==> src/rtl/led_count_alloc.sv <==
// led_count_alloc
//   Splits a strip of LEDS pixels across BIN_QTY note bins in proportion to
//   each bin's amplitude. One restoring divider is shared by all bins and
//   produces one quotient bit per cycle (QW cycles per bin, bins 0..BIN_QTY-1).
//
//   Optional feature (compile-time macro LED_COUNT_REMAINDER_EN):
//     defined   - leftover pixels go one at a time to the bins with the
//                 largest division remainders (ties to the lowest index), so
//                 the counts sum to LEDS for a consistent nonzero sum.
//     undefined - remainders are dropped; counts are the floor values.
//
// Ports
//   clk                in  clock, all state on the rising edge
//   rst                in  asynchronous active-high reset
//   start              in  request, sampled only while idle
//   noteAmplitudes_i   in  [BIN_QTY][W+D] unsigned fixed-point amplitudes
//   amplitudeSumNew_i  in  [SW] sum of the amplitudes
//   LEDCount           out [BIN_QTY][QW] per-bin LED count, registered
//   data_v             out one-cycle pulse when LEDCount is updated
//   busy               out high whenever a request is in progress
module led_count_alloc #(
    parameter int W       = 5,
    parameter int D       = 11,
    parameter int LEDS    = 50,
    parameter int BIN_QTY = 12,
    localparam int QW     = $clog2(LEDS + 1),
    localparam int SW     = W + D + $clog2(BIN_QTY)
) (
    input  logic                             clk,
    input  logic                             rst,
    input  logic                             start,
    input  logic [BIN_QTY-1:0][W+D-1:0]      noteAmplitudes_i,
    input  logic [SW-1:0]                    amplitudeSumNew_i,
    output logic [BIN_QTY-1:0][QW-1:0]       LEDCount,
    output logic                             data_v,
    output logic                             busy
);

    localparam int AW = W + D;
    localparam int NW = AW + QW;               // amp*LEDS fits since LEDS < 2^QW
    localparam int BW = $clog2(BIN_QTY);

    localparam logic [1:0] ST_IDLE       = 2'd0;
    localparam logic [1:0] ST_DIVIDE     = 2'd1;
`ifdef LED_COUNT_REMAINDER_EN
    localparam logic [1:0] ST_DISTRIBUTE = 2'd2;
    localparam int         LW            = QW + BW;
    localparam logic [LW-1:0] LEDS_L     = LW'(LEDS);
`endif
    localparam logic [1:0] ST_DONE       = 2'd3;

    localparam logic [QW-1:0] CNT_LAST = QW'(QW - 1);
    localparam logic [BW-1:0] BIN_LAST = BW'(BIN_QTY - 1);
    localparam logic [QW-1:0] LEDS_Q   = QW'(LEDS);
    localparam logic [NW-1:0] LEDS_N   = NW'(LEDS);

    logic [1:0]                    state_q, state_d;
    logic [BIN_QTY-1:0][AW-1:0]    amp_q, amp_d;
    logic [SW-1:0]                 sum_q, sum_d;
    logic [BW-1:0]                 bin_q, bin_d;
    logic [QW-1:0]                 cnt_q, cnt_d;
    logic [SW-1:0]                 rem_q, rem_d;
    logic [QW-1:0]                 lo_q, lo_d;
    logic [QW-1:0]                 quo_q, quo_d;
    logic [BIN_QTY-1:0][QW-1:0]    q_q, q_d;
    logic [BIN_QTY-1:0][QW-1:0]    led_count_q, led_count_d;
    logic                          data_v_q, data_v_d;

`ifdef LED_COUNT_REMAINDER_EN
    logic [BIN_QTY-1:0][SW-1:0]    r_q, r_d;
    logic [BIN_QTY-1:0]            mark_q, mark_d;
    logic [LW-1:0]                 qsum_q, qsum_d;
    logic [LW-1:0]                 left_q, left_d;
    logic [LW-1:0]                 qsum_nx;
    logic [LW-1:0]                 left_nx;
    logic                          pick_found;
    logic [BW-1:0]                 pick_idx;
    logic [SW-1:0]                 pick_r;
`endif

    // Divider datapath. On the first cycle of a bin the partial remainder is
    // seeded with amp*LEDS >> QW, which is always below the divisor when
    // amp < sum, so exactly QW quotient bits remain to be produced.
    logic [AW-1:0] amp_cur;
    logic [NW-1:0] num;
    logic [SW-1:0] cur_rem;
    logic [QW-1:0] cur_lo;
    logic [QW-1:0] cur_quo;
    logic [SW:0]   trial;
    logic          q_bit;
    logic [SW-1:0] new_rem;
    logic [QW-1:0] quo_next;
    logic          sat;
    logic [QW-1:0] q_fin;

    always_comb begin
        amp_cur  = amp_q[bin_q];
        num      = NW'(amp_cur) * LEDS_N;
        cur_rem  = (cnt_q == '0) ? SW'(num[NW-1:QW]) : rem_q;
        cur_lo   = (cnt_q == '0) ? num[QW-1:0]       : lo_q;
        cur_quo  = (cnt_q == '0) ? '0                : quo_q;
        trial    = {cur_rem, cur_lo[QW-1]};
        q_bit    = (trial >= {1'b0, sum_q});
        new_rem  = q_bit ? SW'(trial - {1'b0, sum_q}) : SW'(trial);
        quo_next = (cur_quo << 1) | QW'(q_bit);
        // Amplitude at or above the sum would overflow the quotient width.
        sat      = (SW'(amp_cur) >= sum_q);
        q_fin    = sat ? LEDS_Q : quo_next;
    end

`ifdef LED_COUNT_REMAINDER_EN
    // Largest remainder among unmarked bins; strict compare keeps the lowest
    // index on ties, and starting from zero excludes bins with r = 0.
    always_comb begin
        pick_found = 1'b0;
        pick_idx   = '0;
        pick_r     = '0;
        for (int i = 0; i < BIN_QTY; i++) begin
            if (!mark_q[i] && (r_q[i] > pick_r)) begin
                pick_found = 1'b1;
                pick_idx   = BW'(i);
                pick_r     = r_q[i];
            end
        end
    end
`endif

    always_comb begin
        state_d     = state_q;
        amp_d       = amp_q;
        sum_d       = sum_q;
        bin_d       = bin_q;
        cnt_d       = cnt_q;
        rem_d       = rem_q;
        lo_d        = lo_q;
        quo_d       = quo_q;
        q_d         = q_q;
        led_count_d = led_count_q;
        data_v_d    = 1'b0;
`ifdef LED_COUNT_REMAINDER_EN
        r_d         = r_q;
        mark_d      = mark_q;
        qsum_d      = qsum_q;
        left_d      = left_q;
        qsum_nx     = qsum_q + LW'(q_fin);
        left_nx     = LEDS_L - qsum_nx;
`endif
        case (state_q)
            ST_IDLE: begin
                if (start) begin
                    amp_d  = noteAmplitudes_i;
                    sum_d  = amplitudeSumNew_i;
                    bin_d  = '0;
                    cnt_d  = '0;
                    q_d    = '0;
`ifdef LED_COUNT_REMAINDER_EN
                    r_d    = '0;
                    mark_d = '0;
                    qsum_d = '0;
                    left_d = '0;
`endif
                    state_d = (amplitudeSumNew_i == '0) ? ST_DONE : ST_DIVIDE;
                end
            end
            ST_DIVIDE: begin
                cnt_d = cnt_q + 1'b1;
                rem_d = new_rem;
                lo_d  = cur_lo << 1;
                quo_d = quo_next;
                if (cnt_q == CNT_LAST) begin
                    cnt_d        = '0;
                    q_d[bin_q]   = q_fin;
`ifdef LED_COUNT_REMAINDER_EN
                    r_d[bin_q]   = sat ? '0 : new_rem;
                    qsum_d       = qsum_nx;
`endif
                    if (bin_q == BIN_LAST) begin
`ifdef LED_COUNT_REMAINDER_EN
                        left_d  = left_nx;
                        state_d = (left_nx == '0) ? ST_DONE : ST_DISTRIBUTE;
`else
                        state_d = ST_DONE;
`endif
                    end else begin
                        bin_d = bin_q + 1'b1;
                    end
                end
            end
`ifdef LED_COUNT_REMAINDER_EN
            ST_DISTRIBUTE: begin
                if (pick_found) begin
                    q_d[pick_idx]    = q_q[pick_idx] + 1'b1;
                    mark_d[pick_idx] = 1'b1;
                    left_d           = left_q - 1'b1;
                    if (left_q == LW'(1)) state_d = ST_DONE;
                end else begin
                    // Inconsistent sum: nothing left to hand out.
                    state_d = ST_DONE;
                end
            end
`endif
            ST_DONE: begin
                led_count_d = q_q;
                data_v_d    = 1'b1;
                state_d     = ST_IDLE;
            end
            default: state_d = ST_IDLE;
        endcase
    end

    always_ff @(posedge clk or posedge rst) begin
        if (rst) begin
            state_q     <= ST_IDLE;
            amp_q       <= '0;
            sum_q       <= '0;
            bin_q       <= '0;
            cnt_q       <= '0;
            rem_q       <= '0;
            lo_q        <= '0;
            quo_q       <= '0;
            q_q         <= '0;
            led_count_q <= '0;
            data_v_q    <= 1'b0;
`ifdef LED_COUNT_REMAINDER_EN
            r_q         <= '0;
            mark_q      <= '0;
            qsum_q      <= '0;
            left_q      <= '0;
`endif
        end else begin
            state_q     <= state_d;
            amp_q       <= amp_d;
            sum_q       <= sum_d;
            bin_q       <= bin_d;
            cnt_q       <= cnt_d;
            rem_q       <= rem_d;
            lo_q        <= lo_d;
            quo_q       <= quo_d;
            q_q         <= q_d;
            led_count_q <= led_count_d;
            data_v_q    <= data_v_d;
`ifdef LED_COUNT_REMAINDER_EN
            r_q         <= r_d;
            mark_q      <= mark_d;
            qsum_q      <= qsum_d;
            left_q      <= left_d;
`endif
        end
    end

    assign LEDCount = led_count_q;
    assign data_v   = data_v_q;
    assign busy     = (state_q != ST_IDLE);

endmodule

==> config.mk <==
export PLATFORM = sky130hd
export DESIGN_NAME = led_count_alloc
export DESIGN_NICKNAME = d
export VERILOG_FILES = /design/src/rtl/led_count_alloc.sv
export SDC_FILE = /design/constraint.sdc
export NUM_CORES = 1
export LEC_CHECK = 0
export ABC_AREA = 0
export CAP_MARGIN = 30
export CORE_MARGIN = 1
export CORE_UTILIZATION = 50
export DETAILED_ROUTE_END_ITERATION = 12
export GPL_ROUTABILITY_DRIVEN = 0
export PLACE_DENSITY = 0.77
export SETUP_SLACK_MARGIN = 0.1
export SYNTH_ARGS = -nofsm -noshare
export SYNTH_HDL_FRONTEND = slang
export SYNTH_SLANG_ARGS = --single-unit
==> constraint.sdc <==
create_clock -name clk -period 14.3 [get_ports clk]
set_input_delay 2.86 -clock clk [delete_from_list [all_inputs] [get_ports clk]]
set_output_delay 2.86 -clock clk [all_outputs]
set_load 0.1 [all_outputs]
# [After elaboration in Yosys (flattened, before gate mapping)]
# Index checks and enable logic that the tools add are counted.
[word_totals] output_inout_bits=74 wordCells=98 ff_bits=399
[classes] n_mul=1 muxes=26 add_sub_neg=3 n_lt_le_gt_ge=4 eq_ne=8 bitwise_logic=1 reduce_logical=11
[ops] op="$mux W72" count=2
[ops] op="$pmux W72 S2" count=1
[ops] op="$bwmux W72" count=1
[ops] op="$bmux W16 S4" count=1
[ops] op="$mux W20" count=2
[ops] op="$mux W6" count=5
[ops] op="$demux W6 S4" count=1
[ops] op="$ge A21 B20 Y1" count=1
[ops] op="$mul A16 B5 Y21 const B" count=1
[ops] op="$ge A16 B20 Y1" count=1
[ops] op="$logic_not A20 Y1" count=1
[ops] op="$sub A20 B20 Y20" count=1
[ops] op="$mux W16" count=1
[ops] op="$mux W4" count=3
[ops] op="$pmux W6 S2" count=1
[ops] op="$mux W2" count=4
[ops] op="$ne A2 B2 Y1 const B" count=4
[ops] op="$pmux W4 S2" count=1
[ops] op="$add A6 B1 Y6 const B" count=1
[ops] op="$eq A6 B3 Y1 const B" count=1
[ops] op="$logic_not A6 Y1" count=1
[ops] op="$or A6 B1 Y6" count=1
[ops] op="$reduce_and A3 Y1" count=2
[ops] op="$lt A4 B5 Y1 const B" count=1
[ops] op="other kinds (13)" count=15

# [Longest topological paths before layout]
[depth] ltp_word=10 mapped_depth=32 depth_no_buf=26

# [Worst setup path after synthesis]
# OpenSTA, ideal clock, no wires.
[synth_path] path_type="register to register" start="register bin_q[0]" end="register rem_q[15]" arrival_ps=6795 synth_period_minus_slack_ps=6916 path_stages_with_launch=32 path_slack_ps=7384 path_buffers=5 cell_sequence="dfrtp_1 clkbuf_1 buf_2 buf_2 buf_2 mux4_2 nand2_1 o21ai_0 ha_1 ha_1 inv_1 fa_1 inv_1 ha_1 a21oi_1 nor2b_1 nor3_1 o31ai_1 a31oi_1 a21oi_1 mux2i_1 nand2_1 ha_1 a21o_1 a21oi_1 o21a_1 o22ai_1 a21oi_2 o21ba_1 buf_4 o41a_1 a22o_1"
[synth_via] elab_chain_len=6 elab_cells_between_ends=8 classes_between="add/sub: 1; mul: 1; order compare: 1; mux: 5"
[synth_rtl] element="start: declaration" line="60" rtl="logic [BW-1:0] bin_q, bin_d;"
[synth_rtl] element="start signal: assignment" line="234" rtl="bin_q <= bin_d;"
[synth_rtl] element="$bmux W16 S4 (*)" line="97" rtl="amp_cur = amp_q[bin_q];"
[synth_rtl] element="$mux W16 (implied by the code) (*)" line="97"
[synth_rtl] element="$mul A16 B5 Y21 (*)" line="98" rtl="num = NW'(amp_cur) * LEDS_N;"
[synth_rtl] element="$mux W6 or $mux W20 (tied branches)" line="100, 99"
[synth_rtl] element="$sub A20 B20 Y20 or $ge A21 B20 Y1 (tied branches)" line="104, 103"
[synth_rtl] element="$mux W20 (*)" line="104" rtl="new_rem = q_bit ? SW'(trial - {1'b0, sum_q}) : SW'(trial);"
[synth_rtl] element="end signal: assignment" line="236" rtl="rem_q <= rem_d;"
[synth_rtl] element="end: declaration" line="62" rtl="logic [SW-1:0] rem_q, rem_d;"
# Mark *: on every way between the ends. The rest lies on a longest branch, timed or not. The select of a mux whose other input is x is not followed.
# A chain may end at the register's enable or synchronous reset.

# [Final worst setup path]
[layout_path] start="register bin_q[0]" end="register rem_q[18]"
# The elaborated chain is that of the path after synthesis.

==> reports/metrics.cfg <==
[global_route]
grt_pass1_vias = 16100
grt_use_total_pct = 26.2
overflow = 0
antenna_found_initial = 6
grt_start_max_net_pins = 184
grt_pass1_wl_um = 85200

[setup_path]
crit_path_max_incr_delay_ps = 730
path_class = flop to flop
cp_data_required_time_ps = 14770
crit_family = compound AO/OA/AOI/OAI gates
cp.depth = 26
cp_max_fo = 37
start_kind = flop
path_common_cell = ha_1
reg2reg_depth = 26
slowest_stage = o21ba_1
endpoint_kind = flop
arrival_ps = 8920
rrSetupSlack_ps = 5840
r2r_end = rem_q[18]
path_buf_inv = 4
reg2reg_from = bin_q[0]

[hold_path]
hold_depth = 2
hold_path.class = flop to flop
min_from = amp_q[176]
holdPathEnd = amp_q[176]

[yosys]
synth_top_family_by_area = simple AND/OR/NAND/NOR gates
synth_edf_count = 0
ys_seq_area_share_pct = 49.3
ys_ff_latch = 398
synth.avg_cell_area_um2 = 9.70
netlist_area_um2 = 20200
synthSimpleGateAreaFrac_pct = 17.7
muxShareOfSynthArea_pct = 11.2
syn_inst = 2080
yosys-top-cells-area = dfrtp_1, nand2_1, ha_1
syn_nets = 2402
synthArstFlopShare_pct = 100
synth_compound_gate_area_share_pct = 9.71
synth_xor_area_share_pct = 1.21
synth_fa_ha_area_share_pct = 7.08
synthFlopType = dfrtp_1
yosys.area.top_type = dfrtp_1
synth_top_area_share_pct = 49.3
ys_types = 61
ys_warn_count = 0

[final_layout]
area_growth_pct = 23.7
drive_gt1_share_pct = 9.56
fin_nets = 2625
fillerInstances = 3170
layout.cells.non_filler = 2858
design_area_um2 = 25000
multi_input_area_um2 = 9480
seqCellArea_um2 = 9960

[pwr]
p_comb_share_pct = 56.5
p_int_uw = 3570
swShare_pct = 43.2
p_leak_uw = 0.0120
ir_worst_vdd_mv = 0.209
power_frac_clock_pct = 18.4
cellPowerDensity_nw_per_um2 = 252
power_uw = 6280
p_sw_uw = 2720
seqPwrFrac_pct = 25.1

[timing]
layout_min_cycle_time_ps = 8460
period_share_pct = 59.2
max_freq_ghz = 0.118
fin_tns_setup_ps = 0
worstMarginPinSlew_ps = 1110
hold_violations = 0
slew_viol_final = 0
relSlewSlack_pct = 26.0
rsz0062_at_grt = no
setup_slack_ps = 5840
setup_violations = 0
skew_ps = 26.0

[clock_network]
clock-sinks = 398
cts_tree = yes
cts.clk_slew.worst_paths_ps = 60
clockBufferDepth = 3
cts_buffers = 42
cts_max_level = 2
clock-root-buffer = clkbuf_16
ctsHoldBuffers = 0
clkLatencyLatePin_ps = 580
cts_setup_buffers = 0
cts-resized-gates = 0

[placement]
dpl_cell_area_um2 = 23500
place_hpwl_um = 37800
pre_cts_ws_ps = 5960
dpl.cell_count = 2784
io_buffers = 288

[detailed_routing]
dr.first_iter.drc_count = 1263
drc = 0
totalWireLength_um = 53200
routed_via_density = 5.63
post_drt_wl_per_cell_um = 18.6
vias = 16100
first_pass_iters = 9
ant_nets = 0

[die]
die-area_um2 = 41200
core_area_um2 = 39700
ios = 289
die_h_um = 203
die_x_um = 203
initial_core_util_pct = 50.8
rows = 73

[run]
drv_cap = 0

[outcome]
status = finished clean

==> cells by family after synthesis <==
kind of cell,Yosys count
AO/OA/AOI/OAI,315
XOR/XNOR,28
adder cells (fa/ha/maj),107
buffers and inverters,194
flip-flops,398
multiplexers,162
AND/OR/NAND/NOR,876
==> per-stage QoR <==
stage               util [%]  hold slack, ps
detailed placement      59.1             457
global placement        58.8             452
finish                  62.8             470
floorplan                  -             440
global route            62.8             492
CTS                     62.8             472
==> flip-flops by register name, summed over array words and instances (netlist names) <==
signal	flops
LEDCount	72
amp_q	192
bin_q	4
cnt_q	6
data_v	1
lo_q	4
q_q	72
quo_q	5
rem_q	20
state_q	2
sum_q	20
==> worst register-to-register path: cells and delay by family (launching register included) <==
family	cells	cell delay, ps
muxes	3	1170
and+or+nand+nor	3	410
DFF	1	720
adders and majority gates	5	1950
AOI/OAI and AO/OA	11	2940
buffers and inverters	4	1150
==> synth_stat cells (all sizes together) (2+ instances only) <==
master  instances
nor3           12
o21a            6
nor4            8
or3             2
o21bai          5
xor2           13
o31ai          44
ha             95
a22oi          13
a21oi          84
o21ai          83
a211oi          5
and4            3
nand4           7
a31oi          29
nand2         693
clkbuf        110
nand2b         10
o22a            6
mux4           43
inv            65
a21o           18
fa             12
nand3          57
and3b           3
mux2           80
o211ai          7
and3           12
xnor2          15
nor2           49
buf            19
a211o           2
nor2b           6
nor3b           2
dfrtp         398
mux2i          39
and2            8
o41a            2
==> power groups by stage <==
stage	clock, uW	sequential (uW)	combinational, uW
finish	1160	1580	3550
global route	1220	1600	3910
CTS	1170	1570	3490
detailed placement	0	1590	3450
global placement	0	1580	3290
floorplan	0	1510	2650
==> worst max-delay path by stage <==
stage	start	endpoint
6_report	bin_q[0]	rem_q[18]
5_1_grt	bin_q[0]	rem_q[17]
4_1_cts	bin_q[0]	rem_q[18]
3_5_place_dp	bin_q[0]	rem_q[18]
3_3_place_gp	bin_q[0]	rem_q[18]
2_1_floorplan	rst	LEDCount[0]
==> cells in the final DEF, fill, tap and decap left out, types with 29 or more instances in the layout <==
cell type / count
clkdlybuf4s50_1: 288
clkbuf_16: 42
nor2_1: 49
a21oi_1: 83
nand3_1: 57
a31oi_1: 29
mux2i_1: 39
mux2_2: 80
mux4_2: 43
o31ai_1: 44
ha_1: 95
dfrtp_1: 396
o21ai_0: 71
nand2_1: 692
inv_1: 63
==> cell type report <==
cell class / count / area share, %
clock buffers: 58 / 4.81
clock inverters: 15 / 1.03
flip-flops and latches: 398 / 39.9
inverters: 65 / 1.01
well taps: 525 / 2.63
multi-input cells: 1488 / 38.0
repair buffers: 308 / 12.6
diodes: 1 / 0.0100
==> metal layers <==
| metal | track usage [%] | part of all wire (%) |
|---|---|---|
| met1 | 34.6 | 42 |
| met2 | 42.5 | 47 |
| met3 | 4.74 | 6.6 |
| met4 | 11.1 | 3.9 |
| met5 | 0 | 0.13 |
Power figures use the tool's default switching activity.
